<file path="src/rtl/segment_text_scroller.sv">
// Message buffer and scroll sequencer feeding two per-digit ASCII decoders.
// Loads ASCII bytes while idle, then steps a two-character window through message+blank.
module segment_text_scroller #(
  parameter int unsigned CLKS_PER_STEP = 12_500_000,
  parameter int unsigned MAX_LEN       = 16,
  parameter logic [7:0]  BLANK         = 8'h20
) (
  input  logic       i_Clk,
  input  logic       i_Rst,
  input  logic       i_Char_DV,
  input  logic [7:0] i_Char,
  input  logic       i_Start,
  input  logic       i_Clear,
  output logic       o_Load_Ready,
  output logic       o_Scrolling,
  output logic [7:0] o_Char_Left,
  output logic [7:0] o_Char_Right,
  output logic       o_Wrap
);

  localparam int unsigned LenW = $clog2(MAX_LEN + 1);
  localparam int unsigned IdxW = $clog2(MAX_LEN);
  localparam int unsigned CntW = $clog2(CLKS_PER_STEP);
  localparam logic [LenW-1:0] LenMax  = LenW'(MAX_LEN);
  localparam logic [CntW-1:0] CntLast = CntW'(CLKS_PER_STEP - 1);

  typedef enum logic [0:0] {StIdle, StScroll} state_e;

  state_e          state_q, state_d;
  logic [LenW-1:0] len_q, len_d;
  logic [LenW-1:0] pos_q, pos_d;
  logic [CntW-1:0] cnt_q, cnt_d;
  logic            wrap_pend_q, wrap_pend_d;
  logic            wrap_q;
  logic [7:0]      char_left_q, char_right_q;
  logic [7:0]      msg_q [MAX_LEN];
  logic            wr_en;

  logic [LenW-1:0] right_idx;
  logic [7:0]      win_left, win_right;

  always_ff @(posedge i_Clk) begin
    if (i_Rst) begin
      state_q      <= StIdle;
      len_q        <= '0;
      pos_q        <= '0;
      cnt_q        <= '0;
      wrap_pend_q  <= 1'b0;
      wrap_q       <= 1'b0;
      char_left_q  <= BLANK;
      char_right_q <= BLANK;
    end else begin
      state_q      <= state_d;
      len_q        <= len_d;
      pos_q        <= pos_d;
      cnt_q        <= cnt_d;
      wrap_pend_q  <= wrap_pend_d;
      // Delayed one cycle so the pulse lines up with the registered window.
      wrap_q       <= wrap_pend_q;
      char_left_q  <= win_left;
      char_right_q <= win_right;
    end
  end

  // Buffer contents are don't-care after reset, so no reset here.
  always_ff @(posedge i_Clk) begin
    if (wr_en) begin
      msg_q[len_q[IdxW-1:0]] <= i_Char;
    end
  end

  always_comb begin
    state_d     = state_q;
    len_d       = len_q;
    pos_d       = pos_q;
    cnt_d       = cnt_q;
    wrap_pend_d = 1'b0;
    wr_en       = 1'b0;
    if (i_Clear) begin
      state_d = StIdle;
      len_d   = '0;
      pos_d   = '0;
      cnt_d   = '0;
    end else begin
      unique case (state_q)
        StIdle: begin
          if (i_Start && (len_q != '0)) begin
            state_d = StScroll;
            pos_d   = '0;
            cnt_d   = '0;
          end else if (i_Char_DV && (len_q < LenMax)) begin
            wr_en = 1'b1;
            len_d = len_q + LenW'(1);
          end
        end
        StScroll: begin
          if (cnt_q == CntLast) begin
            cnt_d = '0;
            if (pos_q == len_q) begin
              pos_d       = '0;
              wrap_pend_d = 1'b1;
            end else begin
              pos_d = pos_q + LenW'(1);
            end
          end else begin
            cnt_d = cnt_q + CntW'(1);
          end
        end
        default: state_d = StIdle;
      endcase
    end
  end

  // Window over the virtual sequence: buffer followed by one blank slot at index len.
  always_comb begin
    right_idx    = (pos_q == len_q) ? '0 : pos_q + LenW'(1);
    win_left     = BLANK;
    win_right    = BLANK;
    o_Scrolling  = (state_q == StScroll);
    o_Load_Ready = (state_q == StIdle) && (len_q < LenMax);
    if (state_q == StScroll) begin
      if (pos_q < len_q) begin
        win_left = msg_q[pos_q[IdxW-1:0]];
      end
      if (right_idx < len_q) begin
        win_right = msg_q[right_idx[IdxW-1:0]];
      end
    end
  end

  assign o_Char_Left  = char_left_q;
  assign o_Char_Right = char_right_q;
  assign o_Wrap       = wrap_q;

endmodule

</file>
<file path="config.mk">
export PLATFORM = sky130hd
export DESIGN_NAME = segment_text_scroller
export DESIGN_NICKNAME = d
export VERILOG_FILES = /design/src/rtl/segment_text_scroller.sv
export SDC_FILE = /design/constraint.sdc
export NUM_CORES = 1
export LEC_CHECK = 0
export CORE_AREA = 2 2 143 145
export DETAILED_ROUTE_END_ITERATION = 10
export DIE_AREA = 0 0 145 147
export GPL_ROUTABILITY_DRIVEN = 0
export SETUP_SLACK_MARGIN = 0.3
export SLEW_MARGIN = 20
export SYNTH_ARGS = -nofsm -noshare
export SYNTH_HDL_FRONTEND = slang
export SYNTH_SLANG_ARGS = --single-unit
</file>
<file path="constraint.sdc">
create_clock -name i_Clk -period 5.1 [get_ports i_Clk]
set_input_delay 1.275 -clock i_Clk [delete_from_list [all_inputs] [get_ports i_Clk]]
set_output_delay 1.275 -clock i_Clk [all_outputs]
set_load 0.05 [all_outputs]
</file>
==> metrics, run 1 <==
run status=complete, no violations; vias in the first global route=5665; dpl cell area=9130 sq um; num ports=32; die area=21300 sq um; WL met3=1.45 mm; synth warn=0; Synth area leaders=edfxtp_1 (45%), mux4_2 (15%), dfxtp_1 (12%); Residual DRC=0; die height=147 um; Fmax=259 MHz; vias=5719; ANT cells=0; slowest CP cell=dfxtp_4; Final Cell Area=9750 sq um; die span in x=145 um; peak supply drop=0.000217 V; Worst Path Arrival=4.19 ns; DRT antenna net count=0; CP Launch Type=flip-flop; Place WS=1.33 ns; top cells by count, synth=edfxtp_1 (128), mux4_2 (56), dfxtp_1 (53), nor2_1 (41), nand2_1 (34); final core occ=49.1%; largest net degree at the start of global routing=42; Detail Route met2 WL=10.9 mm; crit share post-route=75.6%; Worst Setup End Kind=flip-flop; Hold Path End=o_Wrap; 1st-iter DRT viols=815; Largest stage delay, worst path=0.65 ns; post-CTS sizing=0; Hold Startpoint=wrap_pend_q; clk_skew=0.00871 ns; initial antenna violation count=0; top_reg_cell synth=edfxtp_1; final wirelength=22.3 mm; post-layout min period=3.86 ns; Mapped Cells=624; DR top layer=met4; Final Hold Fails=0; pins over their slew limit=0; Inserted Clock Buffers=17; area share of the largest cell type after synthesis=45.0%; Overflow after GRT=0; hold buffer count at CTS=0; Final #Nets=678; dpl hpwl=15.9 mm; Clock Sinks=181; IO buf count=31; area delta synth->final=14.0%; setup TNS=0 ns; reg2reg end=o_Char_Right[3]; Hold Path Depth=1; Setup CP Type=flip-flop to flip-flop; final setup fails=0; PD cells=311 nW/um^2; worst reg2reg path depth=12; Rows=52; first-pass GRT wire length=34.3 mm; syn_nets=652; buffers from clock root to sink, at most=2; asr flop ratio synth=0%; worst path cell trace=clkinv_1 > ha_1 > inv_1 > nor2_1 > or2_2 > inv_1 > ha_1 > a21oi_1 > o211ai_1 > a21oi_1 > nand2_1 > o32ai_1; sequential fraction of the synthesis area=57.4%; Clk Latency, worst-skew pair=0.43 ns; RR Startpoint=pos_q[0]; Worst Path Required=5.43 ns; FF-to-FF setup slack=1.24 ns; Core Region=19800 sq um; crit-path max FO=39; min-delay worst type=flip-flop to flip-flop; Slew headroom=29.8%; Slew @ Worst Pin=1.05 ns; drt pass-1 iters=5; Yosys cell types=57; CTS tree=yes; Starting Density=43.1%; RSZ-0062 raised after global routing=no; Yosys reg bits=181; H-tree Lvls=4; leakage=0.00303 uW; Global Route Usage Sum=21.7%; setup bufs post-CTS=0; clock root buffer=clkbuf_16; via/cell ratio=6.13; CTS clk-pin slew, worst paths=0.07 ns; leading area contributor after synthesis=edfxtp_1; routed len/inst=23.9 um; mapped cell area=8550 sq um; Syn Area/Cell=13.7 sq um; met1 WL=9.23 mm; fin worst setup slack=1.24 ns; Max-Cap Viols=0; share of layout cells above drive strength 1=16.7%; top-count cell post-synth=edfxtp_1; Post-synth EDFFs=128
## cell usage in the layout (no fill, tap or decap), types with 2 or more instances in the layout
master / n
edfxtp_1: 128
mux4_2: 56
dfxtp_1: 51
nor2_1: 41
nand2_1: 34
clkdlybuf4s50_1: 31
nand3_1: 24
o21ai_0: 22
a21oi_1: 18
o211ai_1: 18
mux2i_1: 17
clkbuf_16: 17
nor3_1: 16
a31oi_1: 15
nor2b_1: 14
ha_1: 14
inv_1: 12
nand4_1: 12
buf_4: 12
a22oi_1: 9
and3_1: 8
xnor2_1: 8
a22o_1: 7
xor2_1: 5
and4_1: 4
nor3b_1: 4
nor4_1: 4
o22a_1: 4
clkinvlp_4: 4
or2_2: 3
o21a_1: 3
nand2b_1: 3
o32ai_1: 3
a21o_1: 3
bufinv_16: 3
inv_6: 3
o22ai_1: 2
or3_1: 2
## state kept, by name, indices dropped and copies added, names as in the netlist
name	cells
o_Scrolling	1
o_Char_Left	8
wrap_pend_q	1
o_Char_Right	8
msg_q	128
pos_q	5
o_Wrap	1
len_q	5
cnt_q	24
## cells by family after synthesis
group,after synthesis,share of synthesized area (%)
adders and majority gates,15,2.20
AOI/OAI and AO/OA,113,8.80
buffers and inverters,49,2.46
DFF,181,57.4
xor gates and xnor gates,13,1.33
muxes,73,16.7
and+or+nand+nor,180,11.1
## area by class of cell
cell class,instances,area (sq um)
multi-input combinational,394,3440
clock buffer,19,443
sequential,181,4910
tap,270,338
clock inverter,13,171
timing repair buffer,43,400
inverter,13,48.8
fill,1682,10100
## routing by layer
layer | global-route usage, % | vias to the layer above
met5 | 0 | -
met3 | 3.39 | 48
met1 | 29.3 | 2868
met4 | 9.85 | 0
met2 | 34.9 | 273
li1 | - | 2530
## power breakdown
group          leakage [uW]  switching (uW)  internal (uW)
Combinational       0.00116            63.3           33.1
Clock              0.000289             563            791
Sequential          0.00158            4.67           1580
## critical path: cells and delay by family, from the launching register on
kind                       cells  cell delay, ns
AOI/OAI and AO/OA              4            0.95
adders and majority gates      2            0.75
buffers and inverters          3            0.76
DFF                            1            0.65
and+or+nand+nor                3            0.64
## per-stage QoR
stage	std cells	total power, uW	hold WS, ns
floorplan	624	1660	0.414
global placement	901	1710	0.445
detailed placement	901	1710	0.451
CTS	933	3050	0.464
global route	933	3120	0.482
finish	933	3030	0.453
## worst max path at each step
stage,startpoint,to,cells after the start
3_5_place_dp,pos_q[0],o_Char_Right[4],12
6_report,pos_q[0],o_Char_Right[3],12
2_1_floorplan,pos_q[0],o_Char_Right[3],15
3_3_place_gp,i_Rst,pos_q[0],5
5_1_grt,pos_q[0],o_Char_Right[3],12
4_1_cts,pos_q[0],o_Char_Right[4],12
Power figures use the tool's default switching activity.
==> inputs of run 2 (changes only) <==
clock period = 3.93 ns   (was 5.1 ns; I/O delays follow)
==> metrics, run 2 (synthesized netlist as in run 1, its figures left out) <==
slowest CP cell=dfxtp_1; CTS tree=yes; die span in x=145 um; leakage=0.00308 uW; ANT cells=0; Rows=52; Starting Density=43.1%; Worst Setup End Kind=flip-flop; hold buffer count at CTS=0; final wirelength=21.9 mm; dpl hpwl=15.6 mm; H-tree Lvls=4; Clk Latency, worst-skew pair=0.43 ns; Overflow after GRT=0; setup bufs post-CTS=0; Setup CP Type=flip-flop to flip-flop; share of layout cells above drive strength 1=17.9%; num ports=32; Residual DRC=0; Clock Sinks=181; die height=147 um; crit-path max FO=11; 1st-iter DRT viols=502; clock root buffer=clkbuf_16; hold slack=0.458 ns; post-CTS sizing=0; IO buf count=31; area delta synth->final=14.9%; dpl cell area=9200 sq um; Final Cell Area=9820 sq um; Core Region=19800 sq um; post-layout min period=3.28 ns; RSZ-0062 raised after global routing=no; commonest cells after routing, fill and taps aside=edfxtp_1 (128), mux4_2 (56), dfxtp_1 (51), nor2_1 (41), nand2_1 (34); Inserted Clock Buffers=17; final core occ=49.5%; Slew @ Worst Pin=0.949 ns; worst path cell trace=inv_1 > ha_1 > nand4_2 > nor2_1 > or2_2 > inv_1 > ha_1 > a21oi_1 > o211ai_1 > a21oi_1 > buf_4 > nand2_1 > o32ai_1; most common cell after layout, fill and taps aside=edfxtp_1; Layout fillers=1707; clk_skew=0.00795 ns; buffers from clock root to sink, at most=2; first-pass GRT wire length=33.8 mm; Slew headroom=36.3%; largest net degree at the start of global routing=52; max reg flops=128; final setup fails=0; run status=complete, no violations; routed len/inst=23.2 um; via/cell ratio=5.99; die area=21300 sq um; drt pass-1 iters=5; Fmax=305 MHz; min-delay worst type=flip-flop to flip-flop; initial antenna violation count=0; Worst Path Arrival=3.61 ns; vias=5645; Worst Path Required=4.27 ns; Largest stage delay, worst path=0.55 ns; crit share post-route=83.4%; Global Route Usage Sum=21.3%; pins over their slew limit=0; setup TNS=0 ns; PD cells=403 nW/um^2; Final Hold Fails=0; Max-Cap Viols=0; DRT antenna net count=0; Final #Nets=687; peak supply drop=0.000280 V; CP Launch Type=flip-flop; vias in the first global route=5609; CTS clk-pin slew, worst paths=0.07 ns
-- run 2: cell types whose count changed in the layout (fill, tap and decap cells not counted), sizes merged --
cell	delta
clkbuf	-1
buf	+9
inv	+1
-- run 2: through the flow --
stage	power, uW	setup slack (ns)	std cells
after CTS	3990	0.710	942
after global routing	4070	0.403	942
after floorplan	2150	0.581	624
after global placement	2220	0.494	910
after detailed placement	2220	0.467	910
final	3960	0.651	942
-- run 2: critical path: cells and delay by family, from the launching register on --
family,cells,cell delay [ns]
compound gates,4,0.67
fa+ha+maj,2,0.67
buf+inv,3,0.54
flops,1,0.55
simple gates,4,0.74
-- run 2: cell type report --
| class | instances | area, sq um | area share [%] |
|---|---|---|---|
| sequential | 181 | 4910 | 50.0 |
| timing repair buffer | 52 | 468 | 4.76 |
| tap | 270 | 338 | 3.44 |
| inverter | 13 | 48.8 | 0.497 |
| clock inverter | 14 | 194 | 1.97 |
| clock buffer | 18 | 429 | 4.37 |
| multi-input combinational | 394 | 3440 | 35.0 |
-- run 2: worst paths after layout --
kind                from              end  slack (ns)  cells past startpoint
max             len_q[3]  o_Char_Right[4]        0.65                     13
min          wrap_pend_q           o_Wrap        0.46                      1
max reg2reg     len_q[3]  o_Char_Right[4]        0.65                     13
min reg2reg  wrap_pend_q           o_Wrap        0.46                      1
-- run 2: where the power goes --
group | total (uW) | switching [uW] | leakage [uW] | internal [uW]
Sequential | 2050 | 5.30 | 0.00158 | 2050
Clock | 1780 | 756 | 0.000290 | 1020
Combinational | 129 | 84.0 | 0.00121 | 44.9
Total | 3960 | 845 | 0.00308 | 3110
-- run 2: per-layer routing --
metal	GRT usage [%]	wire, um	up-vias
met4	9.41	634	0
met5	0	0	-
met1	28.6	9460	2845
met3	5.40	1550	34
met2	33.2	10200	217
li1	-	-	2549
==> edit 1 (flow settings as in run 1) <==
The parameter `CLKS_PER_STEP` goes from 12_500_000 to 6_250_000.
--- a/src/rtl/segment_text_scroller.sv
+++ b/src/rtl/segment_text_scroller.sv
@@ -1,7 +1,7 @@
 // Message buffer and scroll sequencer feeding two per-digit ASCII decoders.
 // Loads ASCII bytes while idle, then steps a two-character window through message+blank.
 module segment_text_scroller #(
-  parameter int unsigned CLKS_PER_STEP = 12_500_000,
+  parameter int unsigned CLKS_PER_STEP = 6_250_000,
   parameter int unsigned MAX_LEN       = 16,
   parameter logic [7:0]  BLANK         = 8'h20
 ) (
Function: no difference found for any inputs over 10 cycles, from zero or initial values and one cycle with i_Rst high; that may be too few to reach the edited logic, so the function may still have changed.
==> edit 1 against run 1 <==
Core utilization increased by 0.25 points. Cell area up 0.50%. Highest routed layer unchanged. Power decreased by 2.4%. Global-route usage shrank 1.9 points. Routed wire length shrank 7.0%. Largest cell class unchanged. Sequential share of layout area is 0.46 points lower. Synthesized area up 1.8%. Count of clock-buffer cells in the layout grew 1. Non-clock buffer count increased by 1. Worst setup slack better by 0.097 ns. Sequential cell count shrank 1.
==> edit 1: results <==
[run_status]
status = "complete, no violations"

[placed_design]
portBuffers = 31
dp_cells = 915
place_hpwl_um = 14100

[grt]
use_met2_pct = 31.7
grt_max_degree = 78
grt_pass1_wl_um = 32400
grt_pass1_vias = 5613
grt_util_met1_pct = 28.4
gr-total-overflow = 0
grt_util_met3_pct = 2.98
grtUsageTotal_pct = 19.8

[critical_path]
r2r_slack_ns = 1.34
reg2regPathDepth = 11
cp_max_fo = 11
reg2reg_to = "o_Char_Right[0]$_SDFF_PP0_"
critical-path-slowest-cell = "dfxtp_1"
crit_arrival_ns = 4.09
crit_path_max_incr_delay_ns = 0.54
timing.rr.start = "len_q[2]$_SDFFE_PP0P_"

[synthesis]
synth_edf_count = 128
synth_cell_types = 61
synth_adder_area_share_pct = 2.16
synth-warning-count = 0
synthTopCellsByArea = "edfxtp_1 44%, dfxtp_1 12%, mux4_2 11%"
yosysSeqAreaShare_pct = 56.1
synth_nets = 668
synth.mux.area_fraction_pct = 17.0
synth-async-reset-ratio_pct = 0
synth_xor_area_share_pct = 0.805
synthCells = 640
synth-compound-area-share_pct = 8.23
synthTopCellsByCount = "128 x edfxtp_1, 52 x dfxtp_1, 46 x nand2_1"

[sta]
tightest_slew_ns = 1.06
final.setup_skew_ns = 0.00980

[cts]
cts-buffers-inserted = 17
cts_resized = 0
h-tree-depth = 4
clkLatencyLatePin_ns = 0.43

[detailed_routing]
first_pass_iters = 5
dr_total_vias = 5733
drt_wl_total_um = 20800
dr.first_iter.drc_count = 608

[hold_path]
worstHoldStart = "wrap_pend_q$_SDFF_PP0_"
worstHoldEndpoint = "o_Wrap$_SDFF_PP0_"
holdPathStages = 1

[cells_and_area]
nFillCells = 1701
drive_gt1_share_pct = 15.5
nNetsFinal = 692
largest_reg_flops = 128
stdcell_count = 947

[power]
peakVddDrop_mv = 0.254
p_leak_nw = 3.04
swShare_pct = 21.8
-- edit 1: changes by cell type in the layout (fill, tap and decap cells not counted), moves of 7 or more --
cell,run 1,this run
a22oi_1,9,1
mux2_2,0,7
mux4_1,0,14
nor3_1,16,7
a31oi_1,15,8
nand2_1,34,46
nand3_1,24,33
mux4_2,56,41
-- edit 1: how the worst max path moves through the flow --
stage                                 startpoint                    endpoint  slack, ns
after floorplan           o_Scrolling$_SDFF_PP0_       msg_q[3][0]$_DFFE_PP_       1.92
after global placement                   i_Start       msg_q[5][2]$_DFFE_PP_       1.51
after detailed placement                 i_Start       msg_q[5][2]$_DFFE_PP_       1.43
after CTS                  len_q[2]$_SDFFE_PP0P_  o_Char_Right[0]$_SDFF_PP0_       1.46
after global routing       len_q[2]$_SDFFE_PP0P_  o_Char_Right[0]$_SDFF_PP0_       1.06
final                      len_q[2]$_SDFFE_PP0P_  o_Char_Right[0]$_SDFF_PP0_       1.34
-- edit 1: logic make-up (layout without fill, tap and decap cells) --
family                   Yosys count  after routing
AND/OR/NAND/NOR                  208            208
flip-flops                       180            180
AO/OA/AOI/OAI                    105            105
multiplexers                      73             73
buffers and inverters             51             88
adder cells (fa/ha/maj)           15             15
XOR/XNOR                           8              8
-- edit 1: worst max-delay path, delay by kind of cell, from the launching register on --
family	cells	cell delay (ns)
buffers and inverters	2	0.30
adders and majority gates	2	0.66
DFF	1	0.54
and+or+nand+nor	4	1.06
AOI/OAI and AO/OA	3	1.10
-- edit 1: area by class of cell --
type | count | area share (%)
clock buffers | 20 | 4.67
well taps | 270 | 3.45
inverters | 12 | 0.460
repair buffers | 44 | 4.16
flip-flops and latches | 180 | 49.9
multi-input cells | 409 | 36.2
clock inverters | 12 | 1.18
-- edit 1: power by group through the flow --
stage	Clock, mW	Sequential [mW]	Combinational (mW)
CTS	1.30	1.57	0.0922
global placement	0	1.60	0.0901
finish	1.29	1.57	0.0925
global route	1.36	1.57	0.100
detailed placement	0	1.60	0.0919
floorplan	0	1.60	0.0461
-- edit 1: stage by stage --
| step | area (µm²) | total power [mW] | hold slack, ns | setup WS [ns] |
|---|---|---|---|---|
| 2_1_floorplan | 8700 | 1.65 | 0.414 | 1.92 |
| 3_3_place_gp | 9220 | 1.69 | 0.433 | 1.51 |
| 3_5_place_dp | 9220 | 1.70 | 0.435 | 1.43 |
| 4_1_cts | 9800 | 2.97 | 0.457 | 1.46 |
| 5_1_grt | 9800 | 3.04 | 0.466 | 1.06 |
| 6_report | 9800 | 2.96 | 0.457 | 1.34 |
-- edit 1: metal layers --
layer | part of all wire [%] | routed length, µm
met4 | 1.3 | 261
met5 | 0 | 0
met3 | 6.1 | 1270
met2 | 48 | 9930
met1 | 45 | 9310
==> edit 2 (config.mk and constraints of run 1) <==
Without the edit above. Make the reset (`i_Rst`) asynchronous in one clocked block.
--- a/src/rtl/segment_text_scroller.sv
+++ b/src/rtl/segment_text_scroller.sv
@@ -39,7 +39,7 @@
   logic [LenW-1:0] right_idx;
   logic [7:0]      win_left, win_right;
 
-  always_ff @(posedge i_Clk) begin
+  always_ff @(posedge i_Clk or posedge i_Rst) begin
     if (i_Rst) begin
       state_q      <= StIdle;
       len_q        <= '0;
Behaviour: differs if i_Rst is asserted again (counterexample within 4 cycles, from zero or initial values and one cycle with i_Rst high); with i_Rst held inactive, the same outputs for 10 cycles.
==> edit 2 against run 1 <==
Via count grew 3.5%. Cell area grew 2.8%. Worst setup slack gained 0.085 ns. Hold slack lost 0.10 ns. Highest routed layer unchanged. Critical endpoint is now o_Char_Right[5]$_DFF_PP1_. Largest cell class unchanged. Sequential cell count is the same. Synthesized area grew 3.5%. Routed wire length grew 3.8%.
Power is not compared: it rests on default switching activity, and its combinational part moved more than twofold at a synthesized area within 25%.
==> edit 2: results <==
[placed_design]
place_hpwl_um = 16400
place_area_um2 = 9430
pre_cts_slack_ns = 1.37

[critical_path]
worstSetupStartpoint = "pos_q[0]$_DFFE_PP0P_"
critical-path-slowest-cell = "dfrtp_4"
crit_path_max_incr_delay_ns = 0.79
reg2regPathDepth = 11
crit_arrival_ns = 4.13
reg2reg_to = "o_Char_Right[5]$_DFF_PP1_"

[cells_and_area]
n_all_buffers = 47
final_util_pct = 50.5
drive_gt1_share_pct = 16.9
clk_share_pct = 5.89
n_sequential_cell = 181
multi_input_area_um2 = 3430
nFillCells = 1676
buf_share_pct = 4.30
nNetsFinal = 688
stdcell_count = 943
n_all_inverters = 15

[grt]
grt_pass1_wl_um = 35900
grtUsageTotal_pct = 22.7
use_met2_pct = 34.1
grt_util_met1_pct = 33.0
grt_util_met3_pct = 5.28

[synthesis]
yosysSeqAreaShare_pct = 58.5
synthCells = 634
synthTopCellsByCount = "128 x edfxtp_1, 56 x nor2_1, 55 x mux4_2"

[hold_path]
holdPathStages = 0
worstHoldEndpoint = "o_Wrap$_DFF_PP0_"
worstHoldStart = "wrap_pend_q$_DFF_PP0_"

[detailed_routing]
post_drt_via_cell_ratio = 6.27
dr.first_iter.drc_count = 759

[run_status]
status = "complete, no violations"

[sta]
final.setup_skew_ns = 0.0124
tightest_slew_ns = 1.07
hold-worst-slack_ns = 0.352

[cts]
h-tree-depth = 4
edit 2: kinds of logic after synthesis:
group / after synthesis / synth area share, %
AOI/OAI and AO/OA: 122 / 9.60
xor gates and xnor gates: 12 / 1.19
adders and majority gates: 15 / 2.12
buffers and inverters: 55 / 2.79
DFF: 181 / 58.5
muxes: 68 / 15.5
and+or+nand+nor: 181 / 10.3
edit 2: critical path, delay by kind of cell (launching register included):
| kind | cells | cell delay (ns) |
|---|---|---|
| simple gates | 3 | 0.91 |
| fa+ha+maj | 2 | 0.82 |
| flops | 1 | 0.79 |
| buf+inv | 3 | 0.61 |
| compound gates | 3 | 0.54 |
edit 2: power breakdown:
part           switching, mW  leakage (nW)  internal (mW)
logic                  0.220          1.19          0.105
registers             0.0234          1.88           1.60
clock network          0.610         0.283          0.698
total                  0.853          3.35           2.41
edit 2: per-layer routing:
metal	routed length, µm	vias up	share of wire (%)
met5	0	-	0
met4	605	0	2.6
met3	2080	40	9.0
met2	10800	275	47
met1	9670	3046	42
li1	-	2556	-
